`config.mk`:
```
export PLATFORM = sky130hd
export DESIGN_NAME = spi_frame_rx
export DESIGN_NICKNAME = d
export VERILOG_FILES = /design/src/rtl/spi_frame_rx.sv
export SDC_FILE = /design/constraint.sdc
export NUM_CORES = 1
export LEC_CHECK = 0
export BUFFER_PORTS_ARGS = -buffer_cell sky130_fd_sc_hd__buf_4
export CORE_ASPECT_RATIO = 0.7
export CORE_MARGIN = 4
export CORE_UTILIZATION = 60
export DETAILED_ROUTE_END_ITERATION = 12
export PLACE_DENSITY = 0.91
export RECOVER_POWER = 100
export SYNTH_ARGS = -nofsm -noshare
export SYNTH_HDL_FRONTEND = slang
export SYNTH_SLANG_ARGS = --single-unit
```
`constraint.sdc`:
```
create_clock -name clk -period 2.32 [get_ports clk]
set_input_delay 0.58 -clock clk [delete_from_list [all_inputs] [get_ports clk]]
set_output_delay 0.58 -clock clk [all_outputs]
set_load 0.02 [all_outputs]
```
`src/rtl/spi_frame_rx.sv`:
```
// ----------------------------------------------------------------------------
// spi_frame_rx
//   SPI mode-0 slave front end running entirely on the system clock. The raw
//   SCLK/MOSI/SS pins are synchronized, edge-detected, and used to assemble one
//   MSB-first frame of FRAME_BITS bits. A good frame is published on o_bits_out
//   with a one-cycle o_frame_valid strobe; a frame with the wrong bit count
//   raises a one-cycle o_frame_err and leaves o_bits_out alone. During the same
//   frame, the response word captured at SS assertion is shifted out on o_miso.
//
// Ports
//   clk            system clock, all state changes on its rising edge
//   rst            synchronous active-high reset
//   i_sclk         SPI clock pin (asynchronous, CPOL=0/CPHA=0)
//   i_mosi         SPI data in, sampled on SCLK rising edge
//   i_ss           SPI slave select, active low
//   i_tx_data      response word, captured when the frame starts
//   o_miso         SPI data out, updated after SCLK falling edge, 0 when idle
//   o_bits_out     last good frame, held until the next good frame
//   o_frame_valid  one-cycle pulse when o_bits_out updates
//   o_frame_err    one-cycle pulse on a frame with the wrong bit count
//   o_busy         high while a frame is in progress
// ----------------------------------------------------------------------------
module spi_frame_rx #(
  parameter int unsigned FRAME_BITS  = 10,
  parameter int unsigned TX_BITS     = 8,
  parameter int unsigned SYNC_STAGES = 2
) (
  input  logic                  clk,
  input  logic                  rst,
  input  logic                  i_sclk,
  input  logic                  i_mosi,
  input  logic                  i_ss,
  input  logic [TX_BITS-1:0]    i_tx_data,
  output logic                  o_miso,
  output logic [FRAME_BITS-1:0] o_bits_out,
  output logic                  o_frame_valid,
  output logic                  o_frame_err,
  output logic                  o_busy
);

  localparam int unsigned CNT_W   = $clog2(FRAME_BITS + 2);
  localparam int unsigned FLUSH_W = $clog2(SYNC_STAGES + 1);

  localparam logic [CNT_W-1:0]   CNT_FULL   = CNT_W'(FRAME_BITS);
  localparam logic [CNT_W-1:0]   CNT_OVR    = CNT_W'(FRAME_BITS + 1);
  localparam logic [FLUSH_W-1:0] FLUSH_DONE = FLUSH_W'(SYNC_STAGES);

  typedef enum logic [1:0] {
    IDLE   = 2'd0,
    ACTIVE = 2'd1,
    DONE   = 2'd2
  } state_t;

  // --------------------------------------------------------------------------
  // Pin synchronizers, history flops and registered edge pulses
  // --------------------------------------------------------------------------
  logic [SYNC_STAGES-1:0] r_sclk_sync;
  logic [SYNC_STAGES-1:0] r_mosi_sync;
  logic [SYNC_STAGES-1:0] r_ss_sync;
  logic                   r_sclk_d;
  logic                   r_mosi_d;
  logic                   r_ss_d;
  logic                   r_sclk_rise;
  logic                   r_sclk_fall;
  logic                   r_ss_rise;
  logic                   r_ss_fall;
  logic [FLUSH_W-1:0]     r_flush_cnt;
  logic                   r_armed;

  logic w_sclk_s;
  logic w_mosi_s;
  logic w_ss_s;

  assign w_sclk_s = r_sclk_sync[SYNC_STAGES-1];
  assign w_mosi_s = r_mosi_sync[SYNC_STAGES-1];
  assign w_ss_s   = r_ss_sync[SYNC_STAGES-1];

  // Sync chain plus edge detect. r_mosi_d is captured on the same edge as the
  // registered SCLK rise, so it is the MOSI level that accompanied that rise.
  // r_armed blocks SS falls until SS has been seen high from real pin samples
  // after reset, which discards a frame that was already in flight.
  always_ff @(posedge clk) begin
    if (rst) begin
      r_sclk_sync <= '0;
      r_mosi_sync <= '0;
      r_ss_sync   <= '1;
      r_sclk_d    <= 1'b0;
      r_mosi_d    <= 1'b0;
      r_ss_d      <= 1'b1;
      r_sclk_rise <= 1'b0;
      r_sclk_fall <= 1'b0;
      r_ss_rise   <= 1'b0;
      r_ss_fall   <= 1'b0;
      r_flush_cnt <= '0;
      r_armed     <= 1'b0;
    end else begin
      r_sclk_sync <= {r_sclk_sync[SYNC_STAGES-2:0], i_sclk};
      r_mosi_sync <= {r_mosi_sync[SYNC_STAGES-2:0], i_mosi};
      r_ss_sync   <= {r_ss_sync[SYNC_STAGES-2:0], i_ss};
      r_sclk_d    <= w_sclk_s;
      r_mosi_d    <= w_mosi_s;
      r_ss_d      <= w_ss_s;
      r_sclk_rise <= w_sclk_s & ~r_sclk_d;
      r_sclk_fall <= ~w_sclk_s & r_sclk_d;
      r_ss_rise   <= w_ss_s & ~r_ss_d;
      r_ss_fall   <= ~w_ss_s & r_ss_d & r_armed;
      if (r_flush_cnt != FLUSH_DONE) begin
        r_flush_cnt <= r_flush_cnt + FLUSH_W'(1);
      end else if (w_ss_s) begin
        r_armed <= 1'b1;
      end
    end
  end

  // --------------------------------------------------------------------------
  // Frame FSM
  // --------------------------------------------------------------------------
  state_t r_state;
  state_t w_state_nxt;
  logic   r_fall_pend;
  logic   w_start;

  // A frame starts on a fresh SS fall or on one that landed during DONE.
  assign w_start = r_ss_fall | r_fall_pend;

  // State register
  always_ff @(posedge clk) begin
    if (rst) begin
      r_state <= IDLE;
    end else begin
      r_state <= w_state_nxt;
    end
  end

  // Next-state logic
  always_comb begin
    w_state_nxt = r_state;
    case (r_state)
      IDLE:    if (w_start) w_state_nxt = ACTIVE;
      ACTIVE:  if (r_ss_rise) w_state_nxt = DONE;
      DONE:    w_state_nxt = IDLE;
      default: w_state_nxt = IDLE;
    endcase
  end

  // --------------------------------------------------------------------------
  // Datapath next values
  // --------------------------------------------------------------------------
  logic [CNT_W-1:0]      r_bit_cnt;
  logic [FRAME_BITS-1:0] r_rx_sr;
  logic [TX_BITS-1:0]    r_tx_sr;
  logic                  r_miso;
  logic [FRAME_BITS-1:0] r_bits_out;
  logic                  r_frame_valid;
  logic                  r_frame_err;
  logic                  r_busy;

  logic [CNT_W-1:0]      w_bit_cnt_nxt;
  logic [FRAME_BITS-1:0] w_rx_sr_nxt;
  logic [TX_BITS-1:0]    w_tx_sr_nxt;
  logic                  w_miso_nxt;
  logic [FRAME_BITS-1:0] w_bits_out_nxt;
  logic                  w_frame_valid_nxt;
  logic                  w_frame_err_nxt;
  logic                  w_busy_nxt;
  logic                  w_fall_pend_nxt;

  // Output / datapath logic. The RX shift happens before the ACTIVE->DONE
  // decision is used, so a final SCLK rise coinciding with SS rise still counts.
  always_comb begin
    w_bit_cnt_nxt     = r_bit_cnt;
    w_rx_sr_nxt       = r_rx_sr;
    w_tx_sr_nxt       = r_tx_sr;
    w_miso_nxt        = r_miso;
    w_bits_out_nxt    = r_bits_out;
    w_frame_valid_nxt = 1'b0;
    w_frame_err_nxt   = 1'b0;
    w_fall_pend_nxt   = 1'b0;
    w_busy_nxt        = (w_state_nxt == ACTIVE);
    case (r_state)
      IDLE: begin
        w_miso_nxt = 1'b0;
        if (w_start) begin
          w_bit_cnt_nxt = '0;
          w_rx_sr_nxt   = '0;
          w_tx_sr_nxt   = i_tx_data;
          w_miso_nxt    = i_tx_data[TX_BITS-1];
        end
      end
      ACTIVE: begin
        if (r_sclk_rise) begin
          w_rx_sr_nxt = {r_rx_sr[FRAME_BITS-2:0], r_mosi_d};
          if (r_bit_cnt != CNT_OVR) begin
            w_bit_cnt_nxt = r_bit_cnt + CNT_W'(1);
          end
        end
        if (r_sclk_fall) begin
          w_tx_sr_nxt = {r_tx_sr[TX_BITS-2:0], 1'b0};
          w_miso_nxt  = r_tx_sr[TX_BITS-2];
        end
        if (r_ss_rise) begin
          w_miso_nxt = 1'b0;
        end
      end
      DONE: begin
        w_miso_nxt      = 1'b0;
        w_fall_pend_nxt = r_ss_fall;
        if (r_bit_cnt == CNT_FULL) begin
          w_bits_out_nxt    = r_rx_sr;
          w_frame_valid_nxt = 1'b1;
        end else begin
          w_frame_err_nxt = 1'b1;
        end
      end
      default: begin
        w_miso_nxt = 1'b0;
      end
    endcase
  end

  // Datapath and output registers
  always_ff @(posedge clk) begin
    if (rst) begin
      r_bit_cnt     <= '0;
      r_rx_sr       <= '0;
      r_tx_sr       <= '0;
      r_miso        <= 1'b0;
      r_bits_out    <= '0;
      r_frame_valid <= 1'b0;
      r_frame_err   <= 1'b0;
      r_busy        <= 1'b0;
      r_fall_pend   <= 1'b0;
    end else begin
      r_bit_cnt     <= w_bit_cnt_nxt;
      r_rx_sr       <= w_rx_sr_nxt;
      r_tx_sr       <= w_tx_sr_nxt;
      r_miso        <= w_miso_nxt;
      r_bits_out    <= w_bits_out_nxt;
      r_frame_valid <= w_frame_valid_nxt;
      r_frame_err   <= w_frame_err_nxt;
      r_busy        <= w_busy_nxt;
      r_fall_pend   <= w_fall_pend_nxt;
    end
  end

  assign o_miso        = r_miso;
  assign o_bits_out    = r_bits_out;
  assign o_frame_valid = r_frame_valid;
  assign o_frame_err   = r_frame_err;
  assign o_busy        = r_busy;

endmodule

```
---- After elaboration in Yosys (flattened, before gate mapping) ----
Cells that the tools add are included.
cells by class
  add/subtract/negate cells ............... 2
  equality and inequality tests ........... 11
  mux-type cells .......................... 19
  bitwise logic cells ..................... 12
  reduce and logical (&&, ||, !) cells .... 8
operator list
  kind                   number
  $mux W10               2
  $pmux W10 S2           1
  $mux W7                2
  $pmux W7 S2            1
  $mux W4                3
  $ne A2 B2 Y1 const B   5
  $pmux W4 S2            1
  $not A1 Y1             6
  $reduce_and A3 Y1      2
  $and A1 B1 Y1          5
  $mux W1                5
  $add A4 B1 Y4 const B  1
  $eq A2 B1 Y1 const B   2
  $eq A4 B4 Y1 const B   1
  $mux W2                2
  $ne A4 B4 Y1 const B   1
  $pmux W2 S2            1
  $reduce_and A2 Y1      2
  $reduce_and A4 Y1      1
  $ne A3 B3 Y1 const B   1
  $add A2 B1 Y2 const B  1
  $eq A2 B2 Y1 const B   1
  $logic_not A2 Y1       1
  $pmux W1 S2            1
  other kinds (3)        3
storage, ports and cells
  register bits after elaboration ......... 54
  input bits .............................. 13
  output and inout bits ................... 14

---- Longest topological paths before layout ----
  depth after elaboration ................. 4
  gate-level depth with buffers ........... 6

---- Least setup slack after synthesis ----
Ideal clock, no wire load.
  path type ............................... input to register
  start ................................... in rst
  end ..................................... reg r_armed
  library setup time ...................... 0.128 ns
  arrival time ............................ 1.312 ns
  slack ................................... 0.881 ns
  cell stages on the path ................. 4
  path buffers ............................ 3
  path through ............................ buf_4 -> clkbuf_1 -> clkbuf_1 -> nor2_1
RTL lines
  element                 RTL line  RTL
  start: declaration      29        input logic rst,
  end signal: assignment  95        r_armed <= 1'b0;
  end signal: assignment  110       r_armed <= 1'b1;
  end: declaration        68        logic r_armed;
No word-level cell between the ends.

---- Worst setup path in the final report ----
  start ................................... reg r_state[0]
  end ..................................... reg r_rx_sr[8]
between the ends
  cells in the longest elaborated chain, start to end .. 3
  elaborated cells between the ends (all ways) .. 7
  classes of those cells .................. eq/ne: 3; mux: 1; reduce/logical: 3
RTL lines
  element                                                              RTL line  RTL
  start: declaration                                                   118       state_t r_state;
  start signal: assignment                                             131       r_state <= w_state_nxt;
  $eq A2 B1 Y1 or $logic_not A2 Y1 (tied branches)                     180       case (r_state)
  $ne A2 B2 Y1 (no source line) or $reduce_bool A2 Y1 (tied branches)  --
  $reduce_and A3 Y1 (no source line)                                   --
  end signal: assignment                                               235       r_rx_sr <= w_rx_sr_nxt;
  end: declaration                                                     150       logic [FRAME_BITS-1:0] r_rx_sr;
Parallel ways exist; a longest one is shown, timed or not.
A chain may end at the register's enable or synchronous reset.

==> results.md <==
Synth:
- In this run the cell area of the synthesized design comes to between 2000 and 2500 um^2.
- The complex-gate fraction of the synthesized area is 20.17%.
- The number of synthesis warnings is 0.
- The flip-flop and latch count after synthesis is 54.
- The share of the Yosys chip area taken by registers is 49.51%.
- The count of flip-flops with a built-in enable after synthesis is 0.
- The synthesized area per cell is about 9.6 um^2.
- In this run, distinct cell masters in the synthesized netlist total 43.
- The share of synthesized cell area in and, or, nand and nor gates is between 10% and 20%.
- The main combinational cell family by area after synthesis is compound AO/OA/AOI/OAI gates.
- The area share of xor/xnor cells in the synthesized design is less than 1%.
- The multiplexer share of the synthesized area is just over 4%.
- For this run, the leading register cell type out of synthesis is sky130_fd_sc_hd__dfxtp_1.
- The post-synth net total is roughly 240.
- The share of flip-flops with an asynchronous set or reset is 0%.
- Summing the areas of all fa, ha and maj instances in the mapped netlist gives approximately 1.7% of the synthesized area.
- The number of cells produced by synthesis is 228.

Route:
- Dividing the detail-routed wire length by the instance count gives between 10 and 15 um.
- The first routing iteration left 173 violations.
- The number of iterations in the first detailed-routing pass is 5.
- The number of remaining DRC errors is 0.
- The detailed-route wire length is 3.982 mm.
- Using the TritonRoute via totals, the vias-per-cell ratio works out to slightly below 6.
- The number of nets with antenna violations after routing is 0.
- For this block, the via count after detailed routing is approximately 1,700.

Clocking:
- The tree is rooted in a sky130_fd_sc_hd__clkbuf_8.
- The number of clock sinks seen by CTS is 54.
- Once the clock tree was built, the setup fixing pass inserted 0 buffers.
- The clock transition at the registers of the reported paths is 0.09 ns.
- The maximum clock path buffer count is 2.
- The number of clock buffers inserted by TritonCTS is 5.
- The clock reaches the later pin of the worst-skew pair after around 0.3 ns.
- The TritonCTS clock tree is done.
- The number of H-tree levels is 2.
- The quantity of hold-fixing buffers added after cts is 0.
- Once the clock tree was built, the resizer swapped 0 gates to a different size.

Finish:
- The final layout net count is about 260.
- Once layout is complete, the utilization of the core stands at between 60% and 70%.
- The most common cell after layout, fill and taps aside is sky130_fd_sc_hd__dfxtp_1.
- In the final layout, the share of cells above drive strength 1 is under 10%.
- The library cells used most frequently in the layout, excluding fill and tap cells, are sky130_fd_sc_hd__dfxtp_1 (54), sky130_fd_sc_hd__a21oi_1 (25), sky130_fd_sc_hd__clkbuf_1 (16).
- The area of all placed cells without fillers is roughly 2400 um^2.
- Relative to the synthesized area, the layout overhead comes to 8.596%.
- 0 antenna diodes ended up in the layout.

Pwr:
- The analysis attributes to cell leakage a power of between 0.8 and 0.9 nW.
- The completed layout was analyzed and its total power is approximately 1.6 mW.
- The maximum vdd drop is roughly 0.47 mV.
- In this run the power density over the cells is between 600 and 700 nW/um^2.

Setup path:
- On the critical path the largest part of the delay comes from flip-flops.
- STA classifies the critical path endpoint as a register.
- The beginning of the worst register-to-register path is r_state[0].
- The critical path is of the register to register type.
- Tracing the worst setup path back leads to its startpoint at r_state[0].
- The highest fanout seen on the critical path is 23.
- The largest stage delay on the critical path is ~0.78 ns.
- Data on the critical path is required at its endpoint by between 2 and 3 ns.
- The buffers plus inverters on the worst setup path is 1.
- Traced cell by cell, the critical path runs through nor2b_1 -> clkbuf_1 -> o31ai_1 -> a21oi_1.
- The slowest stage of the critical path is the sky130_fd_sc_hd__dfxtp_1 cell.
- The critical path data arrival time is around 2.1 ns.
- The worst setup path is launched from a register.

Global route:
- Summed over all layers, the global routing overflow is 0.
- The number of antenna violations at the first check in global routing was 0.
- Entering global routing, the biggest net connects between 50 and 60 pins.
- The via count of the first global-routing pass came to roughly 1,500.
- The first global-routing pass estimated approximately 7 mm of wire.
- The all-layer global routing usage is between 10% and 20%.

STA:
- The clock period minus final worst setup slack is about 1.9 ns.
- The total count of hold-check failures in the final report is 0.
- The total setup violations reported at the end of the flow is 0.
- The worst hold slack across all endpoints is just over 0.4 ns.
- Across the routed clock network, the largest skew measured is around 0.010 ns.
- Setup repair after global routing left no endpoint under its margin.
- Measured against its own limit, the worst slew margin works out to between 30 and 40%.
- Based on the critical path, the design can be clocked at up to 517.7 MHz.
- Summed over all failing endpoints, the final setup total negative slack is 0 ns.
- The final max-slew violation count was 0.
- The part of the cycle the worst path needs is a little over four fifths.
- At the pin with the least slew margin, the transition time is 1.032 ns.

Die:
- The initial cell density of the core is 62.14%.
- For this design the top-level I/O count stands at 27.
- From left edge to right edge, the die measures between 80 and 90 um.
- After floorplanning, the core was sized to cover about 3500 um^2.
- The overall die height is approximately 58 um.
- The die footprint is 4683 um^2.
- The number of placement rows is 18.

Place:
- The placed standard-cell area is ~2300 um^2.
- In this run the tool buffered the top-level ports with 26 buffer cells.
- The congestion estimate from routability-driven global placement came to between 0.8 and 0.9.
- The final HPWL from detailed placement is between 2 and 3 mm.

Run:
- The reported max-cap violation count is 0.

Min path:
- The source of the worst hold timing path is r_ss_sync[0].
- The worst hold path class is register to register.

Status:
- The flow ran to the end, and the final reports show no timing, DRC or antenna violations.
-- worst register-to-register path, cell delays in order (launching register included) --
cell and delay (ns):
sky130_fd_sc_hd__dfxtp_1 0.78, sky130_fd_sc_hd__nor2b_1 0.55, sky130_fd_sc_hd__clkbuf_1 0.26, sky130_fd_sc_hd__o31ai_1 0.10
sky130_fd_sc_hd__a21oi_1 0.16
-- synthesized netlist by cell type (3+ instances only) --
| cell type | count | share of area [%] |
|---|---|---|
| sky130_fd_sc_hd__buf_2 | 4 | 0.92 |
| sky130_fd_sc_hd__a31oi_1 | 6 | 1.7 |
| sky130_fd_sc_hd__inv_1 | 6 | 1.0 |
| sky130_fd_sc_hd__nand2b_1 | 4 | 1.1 |
| sky130_fd_sc_hd__nor3_1 | 4 | 0.92 |
| sky130_fd_sc_hd__nor2b_1 | 10 | 2.9 |
| sky130_fd_sc_hd__a21oi_1 | 25 | 5.7 |
| sky130_fd_sc_hd__nor2_1 | 7 | 1.2 |
| sky130_fd_sc_hd__ha_1 | 3 | 1.7 |
| sky130_fd_sc_hd__clkbuf_1 | 12 | 2.1 |
| sky130_fd_sc_hd__o31ai_1 | 11 | 3.8 |
| sky130_fd_sc_hd__or2_1 | 4 | 1.1 |
| sky130_fd_sc_hd__a211oi_1 | 7 | 2.4 |
| sky130_fd_sc_hd__dfxtp_1 | 54 | 50 |
| sky130_fd_sc_hd__o21ai_1 | 10 | 2.3 |
| sky130_fd_sc_hd__mux2i_1 | 6 | 2.8 |
| sky130_fd_sc_hd__nor3b_1 | 4 | 1.4 |
| sky130_fd_sc_hd__nand3_1 | 11 | 2.5 |
| sky130_fd_sc_hd__nand4_1 | 10 | 2.9 |
-- sequential cells by signal (all words and copies together) (netlist names), 2 cells and up --
name,cells
r_state,2
r_mosi_sync,2
r_rx_sr,10
r_ss_sync,2
r_flush_cnt,2
r_tx_sr,7
o_bits_out,10
r_sclk_sync,2
r_bit_cnt,4
-- per-stage QoR --
step | std cells | worst slack, ns
6_report | 293 | 0.3884
5_1_grt | 293 | 0.1855
4_1_cts | 293 | 0.4323
3_5_place_dp | 285 | 0.4457
3_3_place_gp | 285 | 0.5498
2_1_floorplan | 228 | 0.8808
-- layer usage --
layer | global-route usage, % | share of wire, % | vias to the layer above
li1 | - | - | 864
met1 | 25.19 | 48 | 782
met2 | 28.66 | 45 | 50
met3 | 4.128 | 5.7 | 6
met4 | 7.470 | 1.4 | 0
met5 | 0 | 0 | -
-- power by group --
group          internal (mW)  switching (mW)
Clock                  0.241           0.278
Sequential             0.962          0.0214
Combinational         0.0608          0.0687
-- cells by family after synthesis --
| kind of cell | after synthesis |
|---|---|
| multiplexers | 8 |
| AND/OR/NAND/NOR | 65 |
| adder cells (fa/ha/maj) | 3 |
| buffers and inverters | 28 |
| AO/OA/AOI/OAI | 69 |
| XOR/XNOR | 1 |
| flip-flops | 54 |
-- worst paths after layout --
path / end / slack, ns / cells after the start
hold / removal: r_ss_sync[1] / 0.41 / 1
setup / recovery: r_rx_sr[8] / 0.39 / 4
hold reg to reg: r_ss_sync[1] / 0.41 / 1
setup reg to reg: r_rx_sr[8] / 0.39 / 4
-- area by class of cell --
cell class              instances  area (um^2)
multi-input cells             146        958.4
inverters                       7        26.28
well taps                      50        62.56
fillers                       309         1142
clock inverters                 1        5.005
flip-flops and latches         54         1081
clock buffers                   7        86.33
repair buffers                 28        151.4
No activity file was read; power rests on OpenSTA's default activity.
